==> config.mk <==
export PLATFORM = sky130hd
export DESIGN_NAME = alu_seq_flat
export DESIGN_NICKNAME = d
export VERILOG_FILES = /design/src/rtl/alu_pkg.sv /design/src/rtl/alu_if.sv /design/src/rtl/alu_addsub.sv /design/src/rtl/alu_seq.sv /design/src/flat_wrapper.sv
export SDC_FILE = /design/constraint.sdc
export NUM_CORES = 1
export LEC_CHECK = 0
export CAP_MARGIN = 20
export CORE_MARGIN = 1
export CORE_UTILIZATION = 25
export CTS_BUF_LIST = sky130_fd_sc_hd__clkbuf_2
export DETAILED_ROUTE_END_ITERATION = 6
export PLACE_DENSITY = 0.47
export SYNTH_ARGS = -nofsm -noshare
export SYNTH_HDL_FRONTEND = slang
export SYNTH_HIERARCHICAL = 1
export SYNTH_SLANG_ARGS = --single-unit
==> constraint.sdc <==
create_clock -name clk -period 5.45 [get_ports clk]
set_input_delay 0.545 -clock clk [delete_from_list [all_inputs] [get_ports clk]]
set_output_delay 0.545 -clock clk [all_outputs]
set_load 0.01 [all_outputs]
==> src/rtl/alu_pkg.sv <==
// Shared op codes and FSM state encoding for the sequential ALU.
package alu_pkg;

  localparam logic [2:0] OP_AND = 3'b000;
  localparam logic [2:0] OP_SLT = 3'b001;
  localparam logic [2:0] OP_OR  = 3'b010;
  localparam logic [2:0] OP_XOR = 3'b011;
  localparam logic [2:0] OP_ADD = 3'b100;
  localparam logic [2:0] OP_SUB = 3'b101;
  localparam logic [2:0] OP_SLL = 3'b110;
  localparam logic [2:0] OP_SRA = 3'b111;

  typedef enum logic [1:0] {
    S_IDLE  = 2'd0,
    S_SHIFT = 2'd1,
    S_DONE  = 2'd2
  } state_t;

endpackage

==> src/rtl/alu_if.sv <==
// Request/result bundle between the control unit and the sequential ALU.
interface alu_if #(
  parameter int WIDTH = 16
);
  logic             start;
  logic [2:0]       op;
  logic [WIDTH-1:0] A;
  logic [WIDTH-1:0] B;
  logic             ready;
  logic             done;
  logic [WIDTH-1:0] Result;
  logic             zero;
  logic             cout;
  logic             overflow;

  modport master (
    output start, op, A, B,
    input  ready, done, Result, zero, cout, overflow
  );

  modport slave (
    input  start, op, A, B,
    output ready, done, Result, zero, cout, overflow
  );
endinterface

==> src/rtl/alu_addsub.sv <==
// Combinational WIDTH+1-bit adder shared by ADD, SUB and SLT.
module alu_addsub #(
  parameter int WIDTH = 16
) (
  input  logic [WIDTH-1:0] A,
  input  logic [WIDTH-1:0] B,
  input  logic             Bnegate,
  output logic [WIDTH-1:0] sum,
  output logic             cout,
  output logic             overflow
);
  logic [WIDTH-1:0] b_eff;
  logic [WIDTH:0]   full_sum;

  assign b_eff    = Bnegate ? ~B : B;
  assign full_sum = {1'b0, A} + {1'b0, b_eff} + {{WIDTH{1'b0}}, Bnegate};
  assign sum      = full_sum[WIDTH-1:0];
  assign cout     = full_sum[WIDTH];
  // Same-sign operands producing an opposite-sign sum.
  assign overflow = (A[WIDTH-1] == b_eff[WIDTH-1]) & (sum[WIDTH-1] != A[WIDTH-1]);
endmodule

==> src/rtl/alu_seq.sv <==
// Multi-cycle ALU: single-cycle logic/arith, shifts iterated one bit per cycle.
module alu_seq
  import alu_pkg::*;
#(
  parameter int WIDTH = 16,
  parameter int SHW   = $clog2(WIDTH)
) (
  input logic  clk,
  input logic  reset,
  alu_if.slave bus
);
  state_t           state_reg, state_next;
  logic [WIDTH-1:0] sh_reg, sh_next;
  logic [SHW-1:0]   count_reg, count_next;
  logic [2:0]       op_reg, op_next;
  logic [WIDTH-1:0] result_reg, result_next;
  logic             cout_reg, cout_next;
  logic             ovf_reg, ovf_next;

  logic             accept;
  logic             is_shift;
  logic [SHW-1:0]   shamt;
  logic             bnegate;
  logic [WIDTH-1:0] as_sum;
  logic             as_cout;
  logic             as_ovf;
  logic [WIDTH-1:0] alu_res;
  logic             alu_c;
  logic             alu_v;
  logic [WIDTH-1:0] sll_step;
  logic [WIDTH-1:0] sra_step;
  logic [WIDTH-1:0] sh_step;

  assign accept   = bus.start & (state_reg != S_SHIFT);
  assign is_shift = (bus.op == OP_SLL) || (bus.op == OP_SRA);
  assign shamt    = bus.B[SHW-1:0];
  assign bnegate  = (bus.op == OP_SUB) || (bus.op == OP_SLT);

  alu_addsub #(.WIDTH(WIDTH)) u_addsub (
    .A        (bus.A),
    .B        (bus.B),
    .Bnegate  (bnegate),
    .sum      (as_sum),
    .cout     (as_cout),
    .overflow (as_ovf)
  );

  // One-bit shift network: SLL fills zero, SRA replicates the sign bit.
  for (genvar gi = 0; gi < WIDTH; gi++) begin : g_shift
    if (gi == 0) begin : g_lsb
      assign sll_step[gi] = 1'b0;
    end else begin : g_mid
      assign sll_step[gi] = sh_reg[gi-1];
    end
    if (gi == WIDTH - 1) begin : g_msb
      assign sra_step[gi] = sh_reg[gi];
    end else begin : g_low
      assign sra_step[gi] = sh_reg[gi+1];
    end
  end

  assign sh_step = (op_reg == OP_SLL) ? sll_step : sra_step;

  always_comb begin
    alu_res = '0;
    alu_c   = 1'b0;
    alu_v   = 1'b0;
    case (bus.op)
      OP_AND: alu_res = bus.A & bus.B;
      OP_OR:  alu_res = bus.A | bus.B;
      OP_XOR: alu_res = bus.A ^ bus.B;
      OP_SLT: alu_res = {{(WIDTH-1){1'b0}}, as_sum[WIDTH-1] ^ as_ovf};
      OP_ADD, OP_SUB: begin
        alu_res = as_sum;
        alu_c   = as_cout;
        alu_v   = as_ovf;
      end
      default: alu_res = bus.A;  // zero-amount shift
    endcase
  end

  always_comb begin
    state_next  = state_reg;
    sh_next     = sh_reg;
    count_next  = count_reg;
    op_next     = op_reg;
    result_next = result_reg;
    cout_next   = cout_reg;
    ovf_next    = ovf_reg;
    case (state_reg)
      S_SHIFT: begin
        sh_next    = sh_step;
        count_next = count_reg - SHW'(1);
        if (count_reg == SHW'(1)) begin
          state_next  = S_DONE;
          result_next = sh_step;
          cout_next   = 1'b0;
          ovf_next    = 1'b0;
        end
      end
      default: begin
        if (accept) begin
          op_next    = bus.op;
          count_next = shamt;
          sh_next    = bus.A;
          if (is_shift && (shamt != '0)) begin
            state_next = S_SHIFT;
          end else begin
            state_next  = S_DONE;
            result_next = alu_res;
            cout_next   = alu_c;
            ovf_next    = alu_v;
          end
        end else begin
          state_next = S_IDLE;
        end
      end
    endcase
  end

  always_ff @(posedge clk) begin
    if (reset) begin
      state_reg  <= S_IDLE;
      sh_reg     <= '0;
      count_reg  <= '0;
      op_reg     <= OP_AND;
      result_reg <= '0;
      cout_reg   <= 1'b0;
      ovf_reg    <= 1'b0;
    end else begin
      state_reg  <= state_next;
      sh_reg     <= sh_next;
      count_reg  <= count_next;
      op_reg     <= op_next;
      result_reg <= result_next;
      cout_reg   <= cout_next;
      ovf_reg    <= ovf_next;
    end
  end

  assign bus.ready    = (state_reg != S_SHIFT);
  assign bus.done     = (state_reg == S_DONE);
  assign bus.Result   = result_reg;
  assign bus.zero     = (result_reg == '0);
  assign bus.cout     = cout_reg;
  assign bus.overflow = ovf_reg;
endmodule

==> src/flat_wrapper.sv <==
// flat-port wrapper written by rule: the top's interface ports become plain ports
module alu_seq_flat import alu_pkg::*;
#(
  parameter int WIDTH = 16,
  parameter int SHW   = $clog2(WIDTH)
)
  (clk, reset, bus_start, bus_op, bus_A, bus_B, bus_ready, bus_done, bus_Result, bus_zero, bus_cout, bus_overflow);
  alu_if #(.WIDTH(WIDTH)) bus_i ();
  input logic clk;
  input logic reset;
  input wire logic [$bits(bus_i.start)-1:0] bus_start;
  input wire logic [$bits(bus_i.op)-1:0] bus_op;
  input wire logic [$bits(bus_i.A)-1:0] bus_A;
  input wire logic [$bits(bus_i.B)-1:0] bus_B;
  output wire logic [$bits(bus_i.ready)-1:0] bus_ready;
  output wire logic [$bits(bus_i.done)-1:0] bus_done;
  output wire logic [$bits(bus_i.Result)-1:0] bus_Result;
  output wire logic [$bits(bus_i.zero)-1:0] bus_zero;
  output wire logic [$bits(bus_i.cout)-1:0] bus_cout;
  output wire logic [$bits(bus_i.overflow)-1:0] bus_overflow;
  assign bus_i.start = bus_start;
  assign bus_i.op = bus_op;
  assign bus_i.A = bus_A;
  assign bus_i.B = bus_B;
  assign bus_ready = bus_i.ready;
  assign bus_done = bus_i.done;
  assign bus_Result = bus_i.Result;
  assign bus_zero = bus_i.zero;
  assign bus_cout = bus_i.cout;
  assign bus_overflow = bus_i.overflow;
  alu_seq #(.WIDTH(WIDTH), .SHW(SHW)) u_core (.clk(clk), .reset(reset), .bus(bus_i));
endmodule
==> flow_metrics.py <==
metrics = {
    "cts": {
        "holdBufCountCts": 0,
        "cts.path.max_buffers": 2,
        "post_cts_resized": 0,
        "htreeDepth": 2,
        "post-cts-setup-buffer-count": 0,
        "clock_tree_from_tritoncts": "yes",
        "cts.root.buffer_cell": "clkbuf_2",
        "clock_sinks": 43,
        "clock_transition_at_the_register_clock_pins_on_the_worst_setup_and_hold_paths_after_cts_ps": 250,
        "cts_inserted_buffers": 5,
        "worst_skew_pair.late_latency_ps": 400,
    },
    "yosys": {
        "netlist_area_mm2": 0.004344,
        "mappedNetlistNets": 613,
        "syn-instance-count": 524,
        "ys.flop_type": "dfxtp_1",
        "synth_enable_flop_cells": 0,
        "postSynthRegisterBits": 43,
        "synth.yosys.seq_area_share": 0.1982,
        "synth.lib_cells_used.distinct": 70,
        "postSynth.asyncResetShare": 0,
        "yosysWarningCount": 6,
        "syn_area_per_cell_um2": 8.290,
    },
    "pwr": {
        "internal_power_consumption_uw": 574.1,
        "power_density_mw_per_mm2": 186.3,
        "pwr-share-comb": 0.468,
        "vdd.ir_drop.worst_mv": 0.06272,
        "share_clk_of_total_power": 0.147,
        "power_frac_seq": 0.385,
        "power.switching_uw": 371.6,
        "leakage_nw": 2.208,
        "p_sw_frac": 0.3929,
        "power.total_uw": 945.7,
    },
    "layout": {
        "area.sequential_um2": 860.8,
        "fillers": 1770,
        "finish.net_count": 650,
        "final_cell_mix": "clkdlybuf4s50_1, ha_1, inv_1",
        "postLayoutCoreUtil": 0.3029,
        "area_growth_syn_to_layout_pct": 16.88,
        "drive_gt1_frac": 0.1032,
        "mostFrequentLayoutCell": "clkdlybuf4s50_1",
        "multi_input_area_mm2": 0.003098,
    },
    "routing": {
        "drt.antenna.violating_nets": 0,
        "aggregate_routed_wire_length_um": 12420,
        "drt_pass1_iterations": 4,
        "vias": 3801,
        "drt-wirelength-per-cell_um": 15.86,
        "vias_per_cell": 4.854,
        "drt-initial-drc-count": 216,
        "dr_drc_count": 0,
    },
    "floorplan": {
        "initial_core_util": 0.2592,
        "ioPinCount": 59,
        "placeableCoreArea_mm2": 0.01676,
        "placement_rows": 47,
        "floorplan.die.height_um": 133.8,
        "horizontal_extent_of_the_die_um": 133.8,
        "design.die.area_mm2": 0.01791,
    },
    "timing": {
        "period_minus_slack_ps": 4047,
        "rsz0062_at_grt": "no",
        "final.setup_skew_ps": 27.29,
        "setup_tns_ps": 0,
        "peak_clock_frequency_supported_by_timing_mhz": 247.1,
        "max_slew.worst_pin.slew_ps": 992.0,
        "timing_hold_violations_final": 0,
        "slew_viol_final": 0,
        "setup_viol": 0,
        "final.period_utilization": 0.7425,
        "worst_slew_margin_relative_to_its_limit": 0.3367,
    },
    "grt": {
        "globalRoute.totalOverflow": 0,
        "grt_first_pass_wirelength_um": 20070,
        "grtUsageTotal": 0.1417,
        "met3_track_demand_over_resource_in_global_routing": 0.01398,
        "grt_start_max_net_pins": 55,
        "met1_usage": 0.2059,
        "use_met2": 0.2254,
        "antenna_found_initial": 0,
        "vias_in_the_first_global_route": 3718,
        "grt-busiest-layer": "met2",
    },
    "hold_path": {
        "min_path_type": "reg2reg",
        "timing.hold.worst.start": "u_core/op_reg[1]",
        "worst_hold_path.num_cells": 2,
        "worst_hold_path_endpoint": "u_core/op_reg[1]",
    },
    "run": {
        "drv.max_cap_violation_count": 0,
    },
    "setup_path": {
        "cp_data_arrival_time_ps": 4340,
        "timing.critical_path.from_type": "primary input",
        "ff2ff_setup_slack_ps": 3270,
        "crit_path_end_kind": "flop",
        "worstRegToRegCells": 5,
        "cp.required_ps": 5740,
        "r2r-end": "u_core/bus.Result[13]",
        "critical_path_class": "in2reg",
        "timing.rr.start": "u_core/op_reg[0]",
        "worst-path-max-fanout": 10,
    },
    "outcome": {
        "run_status": "finished clean",
    },
    "place": {
        "place.gp.congestion": 0.8683,
        "dp_hpwl_um": 9591,
        "io_buffer_count": 58,
    },
}
[cells in the mapped netlist, types with 2 or more instances]
cell type  instances  area, um2
xor2_1            22      192.7
a222oi_1           3      30.03
a21oi_1           20      100.1
o21ai_1            8      40.04
nor2_1            40      150.1
ha_1              50      625.6
nor3_1             8      40.04
nand2_4            2      22.52
nand2_1           34      127.6
mux2i_1           24      240.2
buf_1              4      15.01
a32oi_1            4      35.03
nor4_1             4      25.02
mux2_2            13      146.4
a221o_1            8      80.08
a211oi_1          25      187.7
nor2b_1           12      75.07
buf_4              5      37.54
o21a_1             5      37.54
buf_6              4      45.04
dfxtp_1           43      860.8
nor2_2             6      37.54
and2_1             5      31.28
o211ai_1           9      67.56
inv_1             47      176.4
nand3_1           12      60.06
a22oi_1            3      22.52
xnor2_1            9      78.83
a21o_1             6      45.04
a211oi_2           6      75.07
buf_2             12      60.06
o21ai_0           26      130.1
clkbuf_1           8      30.03
[worst max path at each step]
stage              start                    to  cells past startpoint
3_5_place_dp   bus_op[0]  u_core/bus.Result[0]                     15
2_1_floorplan  bus_op[1]  u_core/bus.Result[0]                     18
3_3_place_gp   bus_op[0]  u_core/bus.Result[0]                     15
5_1_grt        bus_op[0]  u_core/bus.Result[0]                     14
6_report       bus_op[0]  u_core/bus.Result[0]                     15
4_1_cts        bus_op[0]  u_core/bus.Result[0]                     15
[metal layers]
| layer | vias to the layer above | wire [um] |
|---|---|---|
| met4 | 0 | 78 |
| li1 | 1938 | - |
| met5 | - | 0 |
| met1 | 1778 | 6200 |
| met2 | 79 | 5474 |
| met3 | 6 | 669 |
[critical path: stages]
cell and delay, ps:
clkdlybuf4s50_1 500, nor2b_2 550, buf_4 290, xor2_1 150
ha_1 290, a21oi_2 200, nand2_1 100, a21o_1 190
a21oi_1 170, a41oi_2 70, mux2_1 380, xor2_1 170
mux4_2 460, o21ai_1 150, a311oi_2 110
[power by group through the flow]
stage          Clock, mW  Sequential (mW)  Combinational [mW]
2_1_floorplan          0            0.369               0.301
6_report           0.139            0.364               0.443
4_1_cts            0.147            0.365               0.443
3_3_place_gp           0            0.370               0.436
5_1_grt            0.160            0.369               0.488
3_5_place_dp           0            0.371               0.441
[logic make-up after synthesis]
kind of cell / count (synthesis) / share of synthesized area
flops: 43 / 0.1982
mux: 40 / 0.1002
xor+xnor: 31 / 0.06250
simple gates: 136 / 0.1596
compound gates: 141 / 0.2417
buf+inv: 82 / 0.08929
fa+ha+maj: 51 / 0.1486
[layout make-up]
| cell class | instances | area share |
|---|---|---|
| diodes | 1 | 0.0004929 |
| clock buffers | 5 | 0.004929 |
| clock inverters | 3 | 0.002957 |
| inverters | 48 | 0.03549 |
| multi-input cells | 399 | 0.6102 |
| flip-flops and latches | 43 | 0.1695 |
| well taps | 220 | 0.05421 |
| repair buffers | 64 | 0.1222 |
[through the flow]
step	area (um2)	worst slack (ps)	hold slack (ps)	instances
after floorplan	4344	1384	431.1	524
after detailed placement	5035	914.3	448.2	774
after CTS	5075	1403	474.8	782
after global placement	5035	987.5	440.9	774
after global routing	5075	1160	486.3	782
final	5077	1403	476.5	783
Note: power is estimated with default switching activity, not from simulation.
==> edit 1: new RTL, config.mk and constraints unchanged <==
Re-encode `state_t` (3 states) as one-hot, 3 bits wide.
--- a/src/rtl/alu_pkg.sv
+++ b/src/rtl/alu_pkg.sv
@@ -10,10 +10,10 @@
   localparam logic [2:0] OP_SLL = 3'b110;
   localparam logic [2:0] OP_SRA = 3'b111;
 
-  typedef enum logic [1:0] {
-    S_IDLE  = 2'd0,
-    S_SHIFT = 2'd1,
-    S_DONE  = 2'd2
+  typedef enum logic [2:0] {
+    S_IDLE  = 3'b001,
+    S_SHIFT = 3'b010,
+    S_DONE  = 3'b100
   } state_t;
 
 endpackage
Behaviour: no difference found for any inputs over 10 cycles, from zero or initial values and one cycle with reset high; not proved beyond that.
==> edit 1 against the unedited design <==
- critical path depth unchanged
- clock skew up 14 ps
- combinational power down 6.1%
- wire length up 11%
- final cell count down 0.77%
- die area down 0.25%
- synthesized area down 0.26%
- hold slack better by 25 ps
- sequential share of layout area up 0.15 points
- sequential cell count up 1
- cell area up 1.5%
- setup slack better by 32 ps
- power up 3.9%
- critical path type unchanged
- largest power group unchanged
==> edit 1: results (changes against the unedited design) <==
{| class="wikitable"
! Metric !! Value
|-
| Run status || finished, final reports clean
|-
| GR Util All Layers || 0.159 (+0.0176)
|-
| Number of global-route vias before repair || 4177 (+12%)
|-
| Global routing met3 resource utilization || 0.0221 (+0.00809)
|-
| Buffer count excluding the clock tree in the final layout || 69 (+7.8%)
|-
| Combinational group share of total power || 0.424 (-0.044)
|-
| Proportion of cell area occupied by multi-input gates || 0.599 (-0.0109)
|-
| Antenna diode count || 0 (-1)
|-
| Filler cells || 1782 (+0.68%)
|-
| Layout cells sized above 1 || 0.0934 (-0.00985)
|-
| Part of the power in the clock network || 0.203 (+0.056)
|-
| Total wire length after detailed routing || 13.8 mm (+11%)
|-
| Comb. pwr || 0.000416 W (-6.1%)
|-
| Sequential fraction of total cell area || 0.171 (+0.00146)
|-
| Critical path's largest stage delay || 470 ps (-80 ps)
|-
| Reg-to-reg critical path endpoint || u_core/bus.Result[14]
|-
| Worst VDD drop || 83.6 uV (+33%)
|-
| Total iterations of the first detailed-routing run || 5 (+1)
|-
| Leakage component of the power || 2.21 nW (+0.19%)
|-
| Biggest area contributors in the synthesized netlist || dfxtp_1 (20%), ha_1 (14%), nand2_1 (4.9%), xor2_1 (4.4%), inv_1 (4.0%)
|-
| Clk slew on worst S/H paths || 270 ps (+20 ps)
|-
| Post-detailed-route via-to-cell ratio || 5.15 (+6.0%)
|-
| Flip-flop and latch count || 44 (+2.3%)
|-
| First-pass GRT wire length || 22.2 mm (+11%)
|-
| Non-clock buffer contribution to total cell area || 0.129 (+0.00724)
|-
| Beginning of the worst hold path || u_core/op_reg[0]
|-
| Grt met1 use || 0.202 (-0.00365)
|-
| Number of non-filler instances in the completed layout || 777 (-0.77%)
|-
| Pin count of the biggest net entering global routing || 42 (-24%)
|-
| Clock Latency Late Sink || 460 ps (+60 ps)
|-
| Post-synthesis cell count || 515 (-1.7%)
|-
| Cell count of the worst reg-to-reg path || 6 (+1)
|-
| Clock skew after layout || 40.9 ps (+13.6 ps)
|-
| Most used standard cells in the synthesized netlist || nand2_1 (56), ha_1 (50), inv_1 (46)
|-
| Worst Hold End || u_core/op_reg[0]
|-
| Multi-input combinational cell count || 389 (-2.5%)
|-
| Distinct cell type count of the synthesized netlist || 74 (+5.7%)
|-
| Number of clock-tree buffers in the layout || 6 (+1)
|-
| Non-clock inverter count in the final layout || 47 (-2.1%)
|-
| Met2 usage in global routing || 0.260 (+0.0347)
|}
==> edit 1: per-layer routing <==
layer	share of wire	routed length, um
met2	0.45	6230
met1	0.46	6400
met3	0.034	463
met4	0.050	688
met5	0	0
==> edit 1: logic make-up after synthesis <==
group / share of synthesized area
simple gates: 0.179
compound gates: 0.260
buf+inv: 0.0849
fa+ha+maj: 0.149
flops: 0.203
xor+xnor: 0.0627
mux: 0.0609
==> edit 1: metrics by stage <==
step / hold slack, ps / cell area [um^2] / worst slack (ps) / util
3_5_place_dp: 470 / 5090 / 912 / 0.303
4_1_cts: 498 / 5150 / 1450 / 0.307
5_1_grt: 528 / 5150 / 1250 / 0.307
6_report: 501 / 5150 / 1440 / 0.307
3_3_place_gp: 468 / 5070 / 988 / 0.303
2_1_floorplan: 449 / 4330 / 1490 / -
==> edit 1: worst reg2reg max path: cells and delay by family, from the launching register on <==
kind	cells	cell delay, ps
and+or+nand+nor	2	1120
buffers and inverters	2	330
AOI/OAI and AO/OA	2	540
DFF	1	380
==> edit 2: new RTL, same flow settings <==
Without the edit above. `WIDTH` is set to 16 in 4 places; all go to 32.
--- a/src/rtl/alu_if.sv
+++ b/src/rtl/alu_if.sv
@@ -1,6 +1,6 @@
 // Request/result bundle between the control unit and the sequential ALU.
 interface alu_if #(
-  parameter int WIDTH = 16
+  parameter int WIDTH = 32
 );
   logic             start;
   logic [2:0]       op;
--- a/src/rtl/alu_addsub.sv
+++ b/src/rtl/alu_addsub.sv
@@ -1,6 +1,6 @@
 // Combinational WIDTH+1-bit adder shared by ADD, SUB and SLT.
 module alu_addsub #(
-  parameter int WIDTH = 16
+  parameter int WIDTH = 32
 ) (
   input  logic [WIDTH-1:0] A,
   input  logic [WIDTH-1:0] B,
--- a/src/rtl/alu_seq.sv
+++ b/src/rtl/alu_seq.sv
@@ -2,7 +2,7 @@
 module alu_seq
   import alu_pkg::*;
 #(
-  parameter int WIDTH = 16,
+  parameter int WIDTH = 32,
   parameter int SHW   = $clog2(WIDTH)
 ) (
   input logic  clk,
--- a/src/flat_wrapper.sv
+++ b/src/flat_wrapper.sv
@@ -1,7 +1,7 @@
 // flat-port wrapper written by rule: the top's interface ports become plain ports
 module alu_seq_flat import alu_pkg::*;
 #(
-  parameter int WIDTH = 16,
+  parameter int WIDTH = 32,
   parameter int SHW   = $clog2(WIDTH)
 )
   (clk, reset, bus_start, bus_op, bus_A, bus_B, bus_ready, bus_done, bus_Result, bus_zero, bus_cout, bus_overflow);
Interface: changed (resized bus_A, bus_B and bus_Result); port bits go from 59 to 107. No check against the original RTL was run, so the function may have changed too.
==> edit 2 against the unedited design <==
- power is 110% higher
- combinational power is 100% higher
- register-to-register slack worse by 580 ps
- critical path depth is 2 higher
- synthesized area is 96% higher
- wire length is 130% higher
- count of clock-buffer cells in the layout is 7 higher
- sequential cell count is 33 higher
- global-route usage is 2.1 points higher
- cell area is 94% higher
- the run now ends with design-rule violations left
- non-clock buffer count is 54 higher
- setup slack better by 74 ps
==> edit 2: results (changes against the unedited design) <==
{| class="wikitable"
! Metric !! Value
|-
| Hold Path Class || in -> reg
|-
| Worst slew margin || 0.310 (-0.0265)
|-
| Beginning of the worst hold path || bus_op[2]
|-
| Clock buffer count from CTS || 9 (+4)
|-
| Layout cells sized above 1 || 0.134 (+0.0303)
|-
| Leakage component of the power || 4.18 nW (+89%)
|-
| Placed cell areas || 0.00967 mm^2 (+92%)
|-
| Switching Share || 0.390 (-0.00306)
|-
| Filler cells || 3614 (+100%)
|-
| Post-CTS setup buffer count || 0 (unchanged)
|-
| Reg-to-reg startpoint || u_core/count_reg[0]
|-
| Run status || complete, but fails checks
|-
| Post-synthesis cell count || 1041 (+99%)
|-
| Most used flip-flop cell after synthesis || dfxtp_1
|-
| Vias || 7817 (+110%)
|-
| Pin count of the biggest net entering global routing || 82 (+49%)
|-
| Clk slew on worst S/H paths || 250 ps (about the same)
|-
| Post-cts sizing count || 0 (unchanged)
|-
| Placement Setup Slack || 860 ps (-54.1 ps)
|-
| Violated checks || design-rule violations
|-
| Clock Latency Late Sink || 580 ps (+180 ps)
|-
| Largest delay contributor family on the critical path || compound AO/OA/AOI/OAI gates
|-
| Number of buffers between clock root and the deepest sink || 2 (unchanged)
|-
| Cell count of the worst reg-to-reg path || 6 (+1)
|-
| Timing startpoint of the critical path || bus_op[1]
|-
| Port Buffers || 106 (+83%)
|-
| Gpl congestion || 0.823 (-5.2%)
|-
| First-pass GRT wire length || 44.5 mm (+120%)
|-
| Top fanout value on the critical path || 20 (+10)
|-
| Detailed Place HPWL || 20.7 mm (+120%)
|-
| Count of yosys warnings during synthesis || 6 (unchanged)
|-
| Number of global-route vias before repair || 7445 (+100%)
|-
| Total wire length after detailed routing || 28.7 mm (+130%)
|-
| Distinct cell type count of the synthesized netlist || 72 (+2.9%)
|-
| Net count after synthesis || 1209 (+97%)
|-
| Placed Instances || 1533 (+98%)
|-
| Maximum level of the CTS H-tree || 3 (+1)
|-
| Worst path slowest cell || nor2b_4
|-
| Power per Cell Area || 203 mW/mm^2 (+9.1%)
|-
| GR Util All Layers || 0.162 (+0.0207)
|-
| Total Nets Final || 1264 (+94%)
|-
| Detailed Route Iter0 Violations || 505 (+130%)
|-
| Critical path's largest stage delay || 600 ps (+50 ps)
|-
| Number of antenna violations at the first check in global routing || 1 (+1)
|-
| Most used standard cells in the synthesized netlist || a21oi_1 (116), nand2_1 (113), ha_1 (97)
|-
| Post-detailed-route via-to-cell ratio || 5.04 (+3.9%)
|-
| Share of flip-flops with an asynchronous set or reset after synthesis || 0 (unchanged)
|-
| Total iterations of the first detailed-routing run || 7 (+3)
|-
| Fraction of the yosys area taken by sequential cells || 0.179 (-0.0191)
|-
| Worst Path Arrival || 4490 ps (+150 ps)
|-
| Worst VDD drop || 85.8 uV (+37%)
|-
| Count of cells along the worst hold path || 3 (+1)
|-
| Clock skew after layout || 34.5 ps (+7.16 ps)
|-
| DRC violations left || 6 (+6)
|-
| Biggest area contributors in the synthesized netlist || dfxtp_1 (18%), ha_1 (14%), mux2_2 (8.2%), a21oi_1 (6.8%), nand2_1 (5.0%)
|}
[edit 2: changes by cell type after synthesis, moves of 13 or more]
| cell | change |
|---|---|
| a311oi_1 | +20 |
| clkbuf_1 | +19 |
| mux2_2 | +49 |
| nor2b_1 | +23 |
| xor2_1 | +18 |
| nand2b_1 | +13 |
| o311ai_0 | +13 |
| clkbuf_8 | +16 |
| dfxtp_1 | +33 |
| a21oi_1 | +96 |
| ha_1 | +47 |
| inv_1 | +36 |
| nand2_1 | +79 |
[edit 2: area by class of cell]
class,instances,area share
diodes,1,0.000255
clock buffers,12,0.00611
clock inverters,4,0.00993
inverters,84,0.0321
multi-input cells,807,0.625
flip-flops and latches,76,0.155
well taps,448,0.0570
repair buffers,118,0.115
[edit 2: logic make-up after synthesis]
group           synth area share
flops                      0.179
compound gates             0.256
mux                        0.109
fa+ha+maj                  0.145
xor+xnor                  0.0608
buf+inv                   0.0991
simple gates               0.150
[edit 2: path summary, 6_finish.rpt]
kind                                              end  slack, ps
worst max-delay path            u_core/bus.Result[24]       1480
worst min-delay path                 u_core/op_reg[2]        470
worst max register to register  u_core/bus.Result[26]       2690
worst min register to register       u_core/op_reg[1]        480
[edit 2: tightest hold or removal path, stage by stage]
cell and delay [ps]:
buf_2 280, nand2_1 120, a21oi_1 60
[edit 2: routing by layer]
metal,global-route usage,wire length (um),vias up
li1,-,-,3865
met1,0.226,14000,3770
met2,0.261,13100,168
met3,0.0261,1310,14
met4,0.0375,271,0
met5,0,0,-
[edit 2: power by group through the flow]
stage | clock (W) | combinational [W] | sequential, W
global placement | 0 | 0.000899 | 0.000670
finish | 0.000435 | 0.000904 | 0.000659
CTS | 0.000451 | 0.000907 | 0.000659
detailed placement | 0 | 0.000901 | 0.000670
floorplan | 0 | 0.000624 | 0.000657
global route | 0.000464 | 0.000997 | 0.000666
